<file path="src/rtl/cp0_exc_pkg.sv">
// Shared CP0 definitions: register numbers, SR/Cause field positions, exception codes
// and helpers that assemble architectural register images from their fields.
package cp0_exc_pkg;

    localparam logic [31:0] PRID_VALUE = 32'h0000_0001;

    localparam logic [4:0] REG_COUNT   = 5'd9;
    localparam logic [4:0] REG_COMPARE = 5'd11;
    localparam logic [4:0] REG_SR      = 5'd12;
    localparam logic [4:0] REG_CAUSE   = 5'd13;
    localparam logic [4:0] REG_EPC     = 5'd14;
    localparam logic [4:0] REG_PRID    = 5'd15;

    localparam int SR_IE_BIT    = 0;
    localparam int SR_EXL_BIT   = 1;
    localparam int SR_IM_LO     = 10;
    localparam int CAUSE_EXC_LO = 2;
    localparam int CAUSE_IP_LO  = 10;
    localparam int CAUSE_BD_BIT = 31;

    typedef enum logic [4:0] {
        EXC_INT  = 5'd0,
        EXC_ADEL = 5'd4,
        EXC_ADES = 5'd5,
        EXC_RI   = 5'd10,
        EXC_OV   = 5'd12
    } exc_code_e;

    function automatic logic [31:0] packSr(input logic [5:0] im, input logic exl, input logic ie);
        logic [31:0] v;
        v = 32'd0;
        v[SR_IM_LO +: 6] = im;
        v[SR_EXL_BIT]    = exl;
        v[SR_IE_BIT]     = ie;
        return v;
    endfunction

    function automatic logic [31:0] packCause(input logic bd, input logic [5:0] ip,
                                              input logic [4:0] excCode);
        logic [31:0] v;
        v = 32'd0;
        v[CAUSE_BD_BIT]        = bd;
        v[CAUSE_IP_LO +: 6]    = ip;
        v[CAUSE_EXC_LO +: 5]   = excCode;
        return v;
    endfunction

endpackage

</file>
<file path="src/rtl/cp0_timer.sv">
// Free-running Count/Compare timer; raises a sticky pending flag when Count matches Compare.
module cp0_timer
    import cp0_exc_pkg::*;
(
    input  logic        clk,
    input  logic        reset,
    input  logic        wrCount_i,
    input  logic        wrCompare_i,
    input  logic [31:0] wdata_i,
    output logic [31:0] count_o,
    output logic [31:0] compare_o,
    output logic        irq_o
);

    logic [31:0] count_q, count_d;
    logic [31:0] compare_q, compare_d;
    logic        pending_q, pending_d;
    logic        match;

    // The match term is visible combinationally so the interrupt appears in the Count==Compare cycle.
    always_comb begin
        match     = (count_q == compare_q);
        count_d   = wrCount_i ? wdata_i : count_q + 32'd1;
        compare_d = wrCompare_i ? wdata_i : compare_q;
        pending_d = wrCompare_i ? 1'b0 : (pending_q | match);
        irq_o     = pending_q | match;
        count_o   = count_q;
        compare_o = compare_q;
    end

    always_ff @(posedge clk or posedge reset) begin
        if (reset) begin
            count_q   <= 32'd0;
            compare_q <= 32'd0;
            pending_q <= 1'b0;
        end else begin
            count_q   <= count_d;
            compare_q <= compare_d;
            pending_q <= pending_d;
        end
    end

endmodule

</file>
<file path="src/rtl/cp0_exc.sv">
// CP0 exception/interrupt unit: SR, Cause, EPC, PRId and exception capture.
// Optional Count/Compare timer is built when CP0_TIMER_EN is defined.
module cp0_exc
    import cp0_exc_pkg::*;
(
    input  logic        clk,
    input  logic        reset,
    input  logic [4:0]  A1,
    input  logic [4:0]  A2,
    input  logic [31:0] DIn,
    input  logic        WE,
    input  logic [31:0] PC_M,
    input  logic        BD_M,
    input  logic [4:0]  ExcCode_M,
    input  logic [5:0]  HWInt,
    input  logic        EXLClr,
    output logic        IntReq,
    output logic [31:0] EPC_out,
    output logic [31:0] DOut
);

    logic [5:0]  im_q, im_d;
    logic        exl_q, exl_d;
    logic        ie_q, ie_d;
    logic        bd_q, bd_d;
    logic [5:0]  ip_q, ip_d;
    logic [4:0]  excCode_q, excCode_d;
    logic [31:0] epc_q, epc_d;

    logic [5:0]  ipEff;
    logic        intPending;
    logic        excPending;
    logic [31:0] victimPc;
    logic        timerIrq;
    logic [31:0] timerCount;
    logic [31:0] timerCompare;

`ifdef CP0_TIMER_EN
    cp0_timer u_timer (
        .clk         (clk),
        .reset       (reset),
        .wrCount_i   (WE && !IntReq && (A2 == REG_COUNT)),
        .wrCompare_i (WE && !IntReq && (A2 == REG_COMPARE)),
        .wdata_i     (DIn),
        .count_o     (timerCount),
        .compare_o   (timerCompare),
        .irq_o       (timerIrq)
    );
`else
    assign timerIrq     = 1'b0;
    assign timerCount   = 32'd0;
    assign timerCompare = 32'd0;
`endif

    // Gating with reset keeps IntReq low the moment reset rises, even with ExcCode_M pending.
    always_comb begin
        ipEff      = {ip_q[5] | timerIrq, ip_q[4:0]};
        intPending = (|(ipEff & im_q)) && ie_q && !exl_q;
        excPending = (ExcCode_M != 5'd0) && !exl_q;
        IntReq     = !reset && (intPending || excPending);
        victimPc   = BD_M ? (PC_M - 32'd4) : PC_M;
        EPC_out    = epc_q;
    end

    always_comb begin
        im_d      = im_q;
        exl_d     = exl_q;
        ie_d      = ie_q;
        bd_d      = bd_q;
        excCode_d = excCode_q;
        epc_d     = epc_q;
        ip_d      = HWInt;
        if (IntReq) begin
            exl_d     = 1'b1;
            bd_d      = BD_M;
            epc_d     = {victimPc[31:2], 2'b00};
            excCode_d = intPending ? EXC_INT : ExcCode_M;
        end else begin
            if (WE) begin
                case (A2)
                    REG_SR: begin
                        im_d  = DIn[SR_IM_LO +: 6];
                        exl_d = DIn[SR_EXL_BIT];
                        ie_d  = DIn[SR_IE_BIT];
                    end
                    REG_EPC: epc_d = DIn;
                    default: ;
                endcase
            end
            if (EXLClr) begin
                exl_d = 1'b0;
            end
        end
    end

    always_ff @(posedge clk or posedge reset) begin
        if (reset) begin
            im_q      <= 6'd0;
            exl_q     <= 1'b0;
            ie_q      <= 1'b0;
            bd_q      <= 1'b0;
            ip_q      <= 6'd0;
            excCode_q <= 5'd0;
            epc_q     <= 32'd0;
        end else begin
            im_q      <= im_d;
            exl_q     <= exl_d;
            ie_q      <= ie_d;
            bd_q      <= bd_d;
            ip_q      <= ip_d;
            excCode_q <= excCode_d;
            epc_q     <= epc_d;
        end
    end

    always_comb begin
        DOut = 32'd0;
        case (A1)
            REG_SR:      DOut = packSr(im_q, exl_q, ie_q);
            REG_CAUSE:   DOut = packCause(bd_q, ipEff, excCode_q);
            REG_EPC:     DOut = epc_q;
            REG_PRID:    DOut = PRID_VALUE;
            REG_COUNT:   DOut = timerCount;
            REG_COMPARE: DOut = timerCompare;
            default:     DOut = 32'd0;
        endcase
    end

endmodule
</file>
<file path="config.mk">
export PLATFORM = sky130hd
export DESIGN_NAME = cp0_exc
export DESIGN_NICKNAME = d
export VERILOG_FILES = /design/src/rtl/cp0_exc_pkg.sv /design/src/rtl/cp0_timer.sv /design/src/rtl/cp0_exc.sv
export SDC_FILE = /design/constraint.sdc
export NUM_CORES = 1
export LEC_CHECK = 0
export ABC_AREA = 1
export CAP_MARGIN = 40
export CORE_MARGIN = 2
export CORE_UTILIZATION = 44
export CTS_CLUSTER_SIZE = 12
export DETAILED_ROUTE_END_ITERATION = 6
export HOLD_SLACK_MARGIN = 0.08
export MAX_ROUTING_LAYER = met4
export PLACE_DENSITY = 0.94
export SLEW_MARGIN = 20
export SYNTH_ARGS = -nofsm -noshare
export SYNTH_HDL_FRONTEND = slang
export SYNTH_SLANG_ARGS = --single-unit
</file>
<file path="constraint.sdc">
create_clock -name clk -period 2.2 [get_ports clk]
set_input_delay 0.66 -clock clk [delete_from_list [all_inputs] [get_ports clk]]
set_output_delay 0.66 -clock clk [all_outputs]
set_load 0.01 [all_outputs]
</file>
==> flow_metrics.py, run 1 <==
metrics = {
    "pwr": {
        "p_per_area_nw_per_um2": 683,
        "p_leak_uw": 0.00300,
        "ir_worst_vdd_uv": 438,
    },
    "floorplan": {
        "fp.coreArea_um2": 8220,
        "die_w_um": 96.0,
        "num_io_pins": 155,
        "die_h_um": 96.0,
        "placementRows": 33,
        "die-area_um2": 9220,
        "start_util_pct": 45.3,
    },
    "grt": {
        "gr-usage-met2_pct": 48.4,
        "grt_pass1_vias": 4350,
        "grt_util_met3_pct": 3.21,
        "grt_first_pass_wirelength_um": 20200,
        "met1_usage_pct": 35.7,
        "antenna_found_initial": 1,
        "grt_max_degree": 53,
        "track_usage_pct": 28.9,
        "overflow": 0,
        "grt_busiest_layer": "met2",
    },
    "placement": {
        "dpl_cell_area_um2": 5650,
        "dp_cells": 862,
        "io_buffers": 152,
        "pre_cts_slack_ns": -0.920,
        "gp_congestion": 0.901,
        "dpl.hpwl_um": 9880,
    },
    "worst_hold_path": {
        "min_path_type": "reg2reg",
    },
    "status": {
        "status": "complete, but fails checks",
        "violations": "negative setup slack",
    },
    "logic_synthesis": {
        "seq_area_frac_synth_pct": 34.9,
        "yosys_warnings": 0,
        "syn-num-nets": 664,
        "synthFlopType": "dfrtp_1",
        "syn_area_per_cell_um2": 6.50,
        "synth_area_leaders": "dfrtp_1, nand2_1, inv_1",
        "synth_top_area_share_pct": 34.9,
        "synthArstFlopShare_pct": 100,
        "synth_cell_type_count": 39,
        "synth_cells": 573,
        "yosys.cell_count.top_type": "nand2_1",
        "ys_ff_latch": 52,
        "synth_common_cells": "nand2_1, inv_1, nor2_1, dfrtp_1, nand3_1",
        "yosysTopAreaCell": "dfrtp_1",
        "syn-cell-area_um2": 3730,
        "synth-edff-count": 0,
    },
    "timing": {
        "finalCritPeriodShare_pct": 100,
        "worst_pin_slew_ns": 0.686,
        "setup_slack_ns": -0.00915,
        "min_period_ns": 2.21,
        "rsz0062_at_grt": "yes",
        "setup_violations": 5,
        "max_freq_mhz": 453,
        "hold_viol": 0,
        "slew_headroom_pct": 54.3,
        "drv_slew": 0,
        "fin_worst_skew_ns": 0.0114,
        "worst_hold_slack_ns": 0.514,
    },
    "worst_setup_path": {
        "endpoint_kind": "output pin",
        "criticalPathCategory": "in2out",
        "required_ns": 1.54,
        "arrival_ns": 1.55,
        "critPathMaxFanout": 8,
        "critical_path.startpoint_type": "input port",
    },
    "routing": {
        "viasPerCell": 5.18,
        "num_vias": 4558,
        "drt_pre_antenna_iters": 5,
        "drc": 0,
        "drt_iter0_markers": 251,
        "wirelength_um": 13800,
        "wire_per_inst_um": 15.7,
        "detail-route-antenna-nets": 0,
    },
    "clock_tree": {
        "numCtsBuffers": 5,
        "ctsHtreeMaxLevel": 2,
        "cts_tree": "done",
        "cts_buffer_depth": 2,
        "clkTransAtPathRegs_ns": 0.10,
        "clk_latency_ns": 0.32,
        "ctsHoldBuffers": 0,
        "cts.sinks": 52,
        "ctsRootBufferMaster": "clkbuf_8",
    },
    "finish": {
        "drive_above_1_share_pct": 20.5,
        "nets": 864,
        "final_area_um2": 5880,
        "fin_cells": 880,
        "fin_util_pct": 71.6,
        "area_growth_pct": 57.9,
        "num-fill-cells": 639,
    },
    "job": {
        "maxCapViolCount": 0,
    },
}
## power breakdown
group / switching, µW / leakage (µW) / total, µW / internal, µW
sequential: 223 / 0.000619 / 1470 / 1240
combinational: 865 / 0.00231 / 1740 / 872
clock: 357 / 0.0000688 / 816 / 459
## path summary, 6_finish.rpt
kind,start,to,slack [ns],cells after the start
worst max-delay path,A1[3],DOut[1],-0.009,7
worst min-delay path,EPC_out[29],EPC_out[29],0.51,2
worst max register to register,im_q[2],EPC_out[10],0.41,10
worst min register to register,EPC_out[29],EPC_out[29],0.51,2
max in group asynchronous,reset,EPC_out[14],0.56,4
min in group asynchronous,reset,EPC_out[0],1.19,4
## through the flow
| stage | total power [µW] | TNS, ns |
|---|---|---|
| 6_report | 4020 | -0.0245 |
| 4_1_cts | 3960 | -0.147 |
| 3_5_place_dp | 3160 | -30.53 |
| 2_1_floorplan | 2240 | -0.117 |
| 5_1_grt | 4240 | -0.412 |
| 3_3_place_gp | 3080 | -26.65 |
## worst max-delay path: stages
cell	delay, ns
buf_8	0.08
nand2_8	0.07
nor4_4	0.27
buf_6	0.18
nand2_1	0.06
o21ai_1	0.08
buf_2	0.15
## cell families after synthesis
| kind of cell | synth area share [%] |
|---|---|
| XOR/XNOR | 3.06 |
| AND/OR/NAND/NOR | 38.1 |
| AO/OA/AOI/OAI | 11.0 |
| flip-flops | 34.9 |
| adder cells (fa/ha/maj) | 0.336 |
| buffers and inverters | 12.5 |
## timing repair
| action | in CTS | in global routing |
|---|---|---|
| pin swaps | 15 | 11 |
| endpoints found under the setup margin | 33 | 37 |
| buffers inserted | 9 | 0 |
| gates resized for setup | 142 | 60 |
## cell usage in the layout, fill, tap and decap left out, types with 11 or more instances in the layout
cell type        instances
buf_2                   14
buf_4                   46
clkbuf_2                17
clkdlybuf4s50_1        108
dfrtp_1                 52
inv_1                   82
nand2_1                189
nand3_1                 37
nor2_1                  65
o21ai_0                 31
o21ai_1                 17
xor2_1                  11
## flip-flops by register name (all words and copies together), names as in the netlist
signal and count:
EPC_out 32, exl_q 1, im_q 6, bd_q 1, ie_q 1, ipEff 6
excCode_q 5
## per-layer routing
| layer | routed length [µm] | part of all wire, % |
|---|---|---|
| met3 | 1050 | 7.6 |
| met4 | 537 | 3.9 |
| met1 | 5350 | 39 |
| met2 | 6870 | 50 |
| met5 | 0 | 0 |
## final cells by class
class	instances	area [µm²]	share of cell area, %
Timing Repair Buffer	208	1860	31.7
Inverter	89	350	5.95
Sequential cell	52	1300	22.1
Multi-Input combinational cell	417	2100	35.6
Clock inverter	3	68.8	1.17
Clock buffer	5	68.8	1.17
Tap cell	105	131	2.23
Antenna cell	1	2.50	0.0425
(Power assumes the default switching activity.)
==> run 2, diff against run 1 <==
--- a/config.mk
+++ b/config.mk
@@ -14,7 +14,7 @@
 export HOLD_SLACK_MARGIN = 0.08
 export MAX_ROUTING_LAYER = met4
 export PLACE_DENSITY = 0.94
-export SLEW_MARGIN = 20
+export REMOVE_ABC_BUFFERS = 1
 export SYNTH_ARGS = -nofsm -noshare
 export SYNTH_HDL_FRONTEND = slang
 export SYNTH_SLANG_ARGS = --single-unit
==> flow_metrics.py, run 2 (synthesized netlist as in run 1, its figures left out) <==
metrics = {
    "pwr": {
        "p_int_uw": 2350,
        "p_per_area_nw_per_um2": 639,
        "seqPwrFrac_pct": 38.4,
        "combPwrFrac_pct": 46.2,
        "clockPowerShare_pct": 15.5,
        "p_leak_uw": 0.00310,
        "ir_worst_vdd_uv": 371,
        "p_switching_uw": 1470,
        "switching_share_pct": 38.4,
    },
    "routing": {
        "wl_met1_um": 5550,
        "route.met3.wl_um": 985,
        "wirelength_um": 14500,
        "viasPerCell": 5.07,
        "wl_met2_um": 7620,
        "drt_iter0_markers": 186,
        "drt_pre_antenna_iters": 6,
        "detail-route-antenna-nets": 0,
        "routed.top_layer": "met4",
        "drc": 0,
        "num_vias": 4516,
        "wire_per_inst_um": 16.3,
    },
    "status": {
        "violations": "negative setup slack",
        "status": "complete, but fails checks",
    },
    "clock_tree": {
        "clkTransAtPathRegs_ns": 0.10,
        "ctsRootBufferMaster": "clkbuf_8",
        "cts_buffer_depth": 2,
        "ctsHoldBuffers": 0,
        "cts.sinks": 52,
        "cts_tree": "done",
        "numCtsBuffers": 5,
        "ctsHtreeMaxLevel": 2,
        "clk_latency_ns": 0.31,
    },
    "worst_setup_path": {
        "crit_family": "buffers and inverters",
        "critical_path.startpoint_type": "input port",
        "critPathMaxStageDelay_ns": 0.23,
        "criticalPathCategory": "in2out",
        "cp_cell_sequence": "buf_8 -> nand2_8 -> nor2_4 -> nand2_4 -> inv_4 -> buf_6 -> a22o_1 -> buf_2",
        "required_ns": 1.54,
        "endpoint_kind": "output pin",
        "rrSetupSlack_ns": 0.28,
        "critPathMaxFanout": 5,
        "path_buf_inv": 4,
        "arrival_ns": 1.64,
        "critPathSlowestCell": "a22o_1",
    },
    "grt": {
        "track_usage_pct": 29.4,
        "grt_first_pass_wirelength_um": 20300,
        "overflow": 0,
        "grt_max_degree": 53,
        "antenna_found_initial": 1,
        "grt_pass1_vias": 4566,
    },
    "timing": {
        "rsz0062_at_grt": "yes",
        "worst_pin_slew_ns": 0.691,
        "finalCritPeriodShare_pct": 104,
        "min_period_ns": 2.30,
        "setup_slack_ns": -0.0985,
        "fin_worst_skew_ns": 0.0120,
        "hold_viol": 0,
        "max_freq_mhz": 435,
        "setup_violations": 15,
        "slew_headroom_pct": 53.9,
        "drv_slew": 0,
    },
    "finish": {
        "multi_input_area_um2": 2110,
        "seqCellArea_um2": 1300,
        "fin_cells": 891,
        "nets": 875,
        "largest_register_ffs": 32,
        "fin_util_pct": 72.8,
        "num-fill-cells": 637,
        "layout_common_cells": "nand2_1, clkdlybuf4s50_1, inv_1",
        "area_growth_pct": 60.5,
        "drive_above_1_share_pct": 21.5,
        "final_common_cell": "nand2_1",
    },
    "floorplan": {
        "die_h_um": 96.0,
        "fp.coreArea_um2": 8220,
        "die-area_um2": 9220,
        "start_util_pct": 45.3,
        "die_w_um": 96.0,
        "placementRows": 33,
        "num_io_pins": 155,
    },
    "job": {
        "maxCapViolCount": 0,
    },
    "placement": {
        "dpl.hpwl_um": 10100,
        "dp_cells": 875,
        "io_buffers": 152,
        "gp_congestion": 0.883,
    },
    "worst_hold_path": {
        "min_path_type": "reg2reg",
    },
}
## run 2: changes by cell type in the layout (fill, tap and decap cells not counted), sizes merged
| cell | delta |
|---|---|
| clkbuf | -16 |
| buf | +27 |
| inv | +1 |
| bufinv | -2 |
| clkinv | +1 |
## run 2: cell type report
class,instances,share of cell area [%]
Multi-Input combinational cell,417,35.3
Timing Repair Buffer,219,33.2
Sequential cell,52,21.8
Inverter,89,5.80
Tap cell,105,2.20
Clock buffer,5,1.15
Clock inverter,3,0.460
Antenna cell,1,0.0418
## run 2: tightest hold or removal path: cells and delay by family, from the launching register on
family,cells,cell delay (ns)
and+or+nand+nor,2,0.12
DFF,1,0.37
## run 2: metal layers
layer / GRT usage, % / up-vias
met3: 3.76 / 34
met1: 30.7 / 2092
li1: - / 2191
met4: 9.05 / 0
met2: 56.5 / 199
met5: - / -
## run 2: metrics by stage
stage | setup slack [ns] | power, µW | hold WS (ns) | instance area [µm²] | TNS [ns]
floorplan | -0.453 | 2160 | 0.454 | 3600 | -16.67
global placement | -0.818 | 3080 | 0.490 | 5730 | -28.41
detailed placement | -0.939 | 3150 | 0.487 | 5730 | -34.10
CTS | -0.0376 | 3750 | 0.520 | 5800 | -0.164
global route | -0.197 | 4050 | 0.545 | 5980 | -1.66
finish | -0.0985 | 3820 | 0.514 | 5980 | -0.692
## run 2: path summary, 6_finish.rpt
kind                              from           to  cells past startpoint
min                        EPC_out[24]  EPC_out[24]                      2
max reg2reg                    im_q[5]  EPC_out[10]                     10
max in group asynchronous        reset  EPC_out[23]                      4
min reg2reg                EPC_out[24]  EPC_out[24]                      2
max                              A1[2]     DOut[31]                      8
min in group asynchronous        reset   EPC_out[7]                      4
## run 2: power by group through the flow
stage	logic [µW]	registers, µW	clock network, µW
2_1_floorplan	638	1530	0
3_3_place_gp	1640	1450	0
3_5_place_dp	1690	1460	0
4_1_cts	1700	1440	600
5_1_grt	1920	1500	637
6_report	1760	1470	591
## run 2: timing repair
action / 4_1_cts / 5_1_grt
pin swaps: 8 / 4
endpoints found under the setup margin: 33 / 30
buffers inserted: 2 / 3
cloned: 0 / 2
resized for setup: 172 / 50
==> run 3, diff against run 2 <==
--- a/config.mk
+++ b/config.mk
@@ -8,12 +8,12 @@
 export ABC_AREA = 1
 export CAP_MARGIN = 40
 export CORE_MARGIN = 2
-export CORE_UTILIZATION = 44
+export CORE_UTILIZATION = 30
 export CTS_CLUSTER_SIZE = 12
 export DETAILED_ROUTE_END_ITERATION = 6
 export HOLD_SLACK_MARGIN = 0.08
-export MAX_ROUTING_LAYER = met4
-export PLACE_DENSITY = 0.94
+export PLACE_DENSITY = 0.72
+export RECOVER_POWER = 50
 export REMOVE_ABC_BUFFERS = 1
 export SYNTH_ARGS = -nofsm -noshare
 export SYNTH_HDL_FRONTEND = slang
==> flow_metrics.py, run 3 (synthesized netlist as in run 1, its figures left out) <==
metrics = {
    "worst_setup_path": {
        "criticalPathCategory": "in2out",
        "timing.critical_path.mode_cell": "buf_8",
        "critPathSlowestCell": "nor4_4",
        "critPathMaxFanout": 6,
        "critical_path.startpoint_type": "input port",
        "cp_cell_sequence": "buf_8 -> nand2_8 -> nor4_4 -> buf_4 -> buf_8 -> nand2_2 -> nand3_2 -> buf_6",
        "critPathMaxStageDelay_ns": 0.27,
        "required_ns": 1.54,
        "arrival_ns": 1.60,
        "setup.worst_path.start": "A1[3]",
        "endpoint_kind": "output pin",
        "reg2reg_from": "im_q[5]",
    },
    "finish": {
        "largest_register_ffs": 32,
        "fin_cells": 942,
        "area_growth_pct": 60.9,
        "n_antenna_cell": 0,
        "nets": 864,
        "final_common_cell": "nand2_1",
        "drive_above_1_share_pct": 20.8,
        "final_area_um2": 6000,
        "layout_common_cells": "nand2_1, clkdlybuf4s50_1, inv_1",
    },
    "grt": {
        "grt_first_pass_wirelength_um": 20000,
        "antenna_found_initial": 0,
        "track_usage_pct": 19.3,
        "grt_pass1_vias": 4012,
        "overflow": 0,
        "grt_max_degree": 53,
    },
    "routing": {
        "drt_pre_antenna_iters": 4,
        "viasPerCell": 4.45,
        "drc": 0,
        "wire_per_inst_um": 13.7,
        "drt_iter0_markers": 185,
        "num_vias": 4195,
        "wirelength_um": 12900,
        "detail-route-antenna-nets": 0,
    },
    "timing": {
        "hold_viol": 0,
        "setup_violations": 7,
        "setup_tns_ns": -0.358,
        "fin_worst_skew_ns": 0.00635,
        "setup_slack_ns": -0.0618,
        "worst_hold_slack_ns": 0.515,
        "drv_slew": 0,
        "slew_headroom_pct": 51.0,
        "min_period_ns": 2.26,
        "rsz0062_at_grt": "yes",
        "max_freq_mhz": 442,
        "worst_pin_slew_ns": 0.735,
        "finalCritPeriodShare_pct": 103,
    },
    "clock_tree": {
        "cts.sinks": 52,
        "numCtsBuffers": 5,
        "clkTransAtPathRegs_ns": 0.07,
        "ctsHtreeMaxLevel": 2,
        "clk_latency_ns": 0.29,
        "cts_tree": "done",
        "cts_buffer_depth": 2,
        "ctsHoldBuffers": 0,
        "ctsRootBufferMaster": "clkbuf_16",
    },
    "floorplan": {
        "fp.coreArea_um2": 12100,
        "die-area_um2": 13300,
        "die_w_um": 115,
        "num_io_pins": 155,
        "die_h_um": 115,
        "placementRows": 40,
        "start_util_pct": 30.9,
    },
    "pwr": {
        "p_per_area_nw_per_um2": 648,
        "ir_worst_vdd_uv": 313,
        "p_leak_uw": 0.00307,
    },
    "job": {
        "maxCapViolCount": 0,
    },
    "placement": {
        "io_buffers": 152,
        "dpl.hpwl_um": 9710,
        "dpl_cell_area_um2": 5770,
        "gp_congestion": 0.865,
        "dp_cells": 930,
        "pre_cts_slack_ns": -0.855,
    },
    "worst_hold_path": {
        "min_path_type": "reg2reg",
        "hp-start": "EPC_out[11]",
    },
    "status": {
        "status": "complete, but fails checks",
        "violations": "negative setup slack",
    },
}
[run 3: changes by cell type in the layout (fill, tap and decap cells not counted), sizes merged]
cell	delta
inv	-1
diode	-1
dlygate4sd3	+17
clkbuf	+2
dlygate4sd2	-1
clkdlybuf4s50	-17
buf	-12
dlymetal6s2s	+1
[run 3: cell type report]
cell class | instances | area, µm²
clock buffers | 6 | 129
repair buffers | 208 | 1920
multi-input cells | 417 | 2080
fillers | 1244 | 6060
clock inverters | 2 | 16.3
inverters | 89 | 342
well taps | 168 | 210
flip-flops and latches | 52 | 1300
[run 3: path summary, 6_finish.rpt]
path,to,slack [ns],cells after the start
max,DOut[13],-0.06,8
min,EPC_out[11],0.51,2
max reg2reg,EPC_out[10],0.18,10
min reg2reg,EPC_out[11],0.51,2
max in group asynchronous,im_q[5],0.51,4
min in group asynchronous,excCode_q[2],1.21,4
[run 3: through the flow]
step | utilization (%) | power [µW]
2_1_floorplan | - | 2160
3_3_place_gp | 47.8 | 3120
3_5_place_dp | 47.8 | 3130
4_1_cts | 48.8 | 3950
5_1_grt | 49.7 | 4170
6_report | 49.7 | 3890
[run 3: per-layer routing]
| layer | share of wire [%] | vias up | GRT usage [%] |
|---|---|---|---|
| met3 | 7.6 | 5 | 4.34 |
| met2 | 47 | 128 | 33.3 |
| met5 | 0 | - | 0 |
| met1 | 45 | 1899 | 25.3 |
| met4 | 0.55 | 0 | 2.89 |
| li1 | - | 2163 | - |
[run 3: critical path, delay by kind of cell]
family	cells	cell delay, ns
AND/OR/NAND/NOR	4	0.46
buffers and inverters	4	0.49
[run 3: report_power, final]
part / total, µW / leakage (µW) / switching [µW] / internal, µW
clock: 798 / 0.0000671 / 373 / 426
combinational: 1640 / 0.00238 / 811 / 830
sequential: 1450 / 0.000619 / 202 / 1240
[run 3: repair_timing]
action                                  4_1_cts  5_1_grt
endpoints found under the setup margin       33       34
buffers inserted                              2        2
hold endpoints to repair                      0        0
gates cloned                                  2        0
resized for setup                           178       48
pin swaps                                    10        6
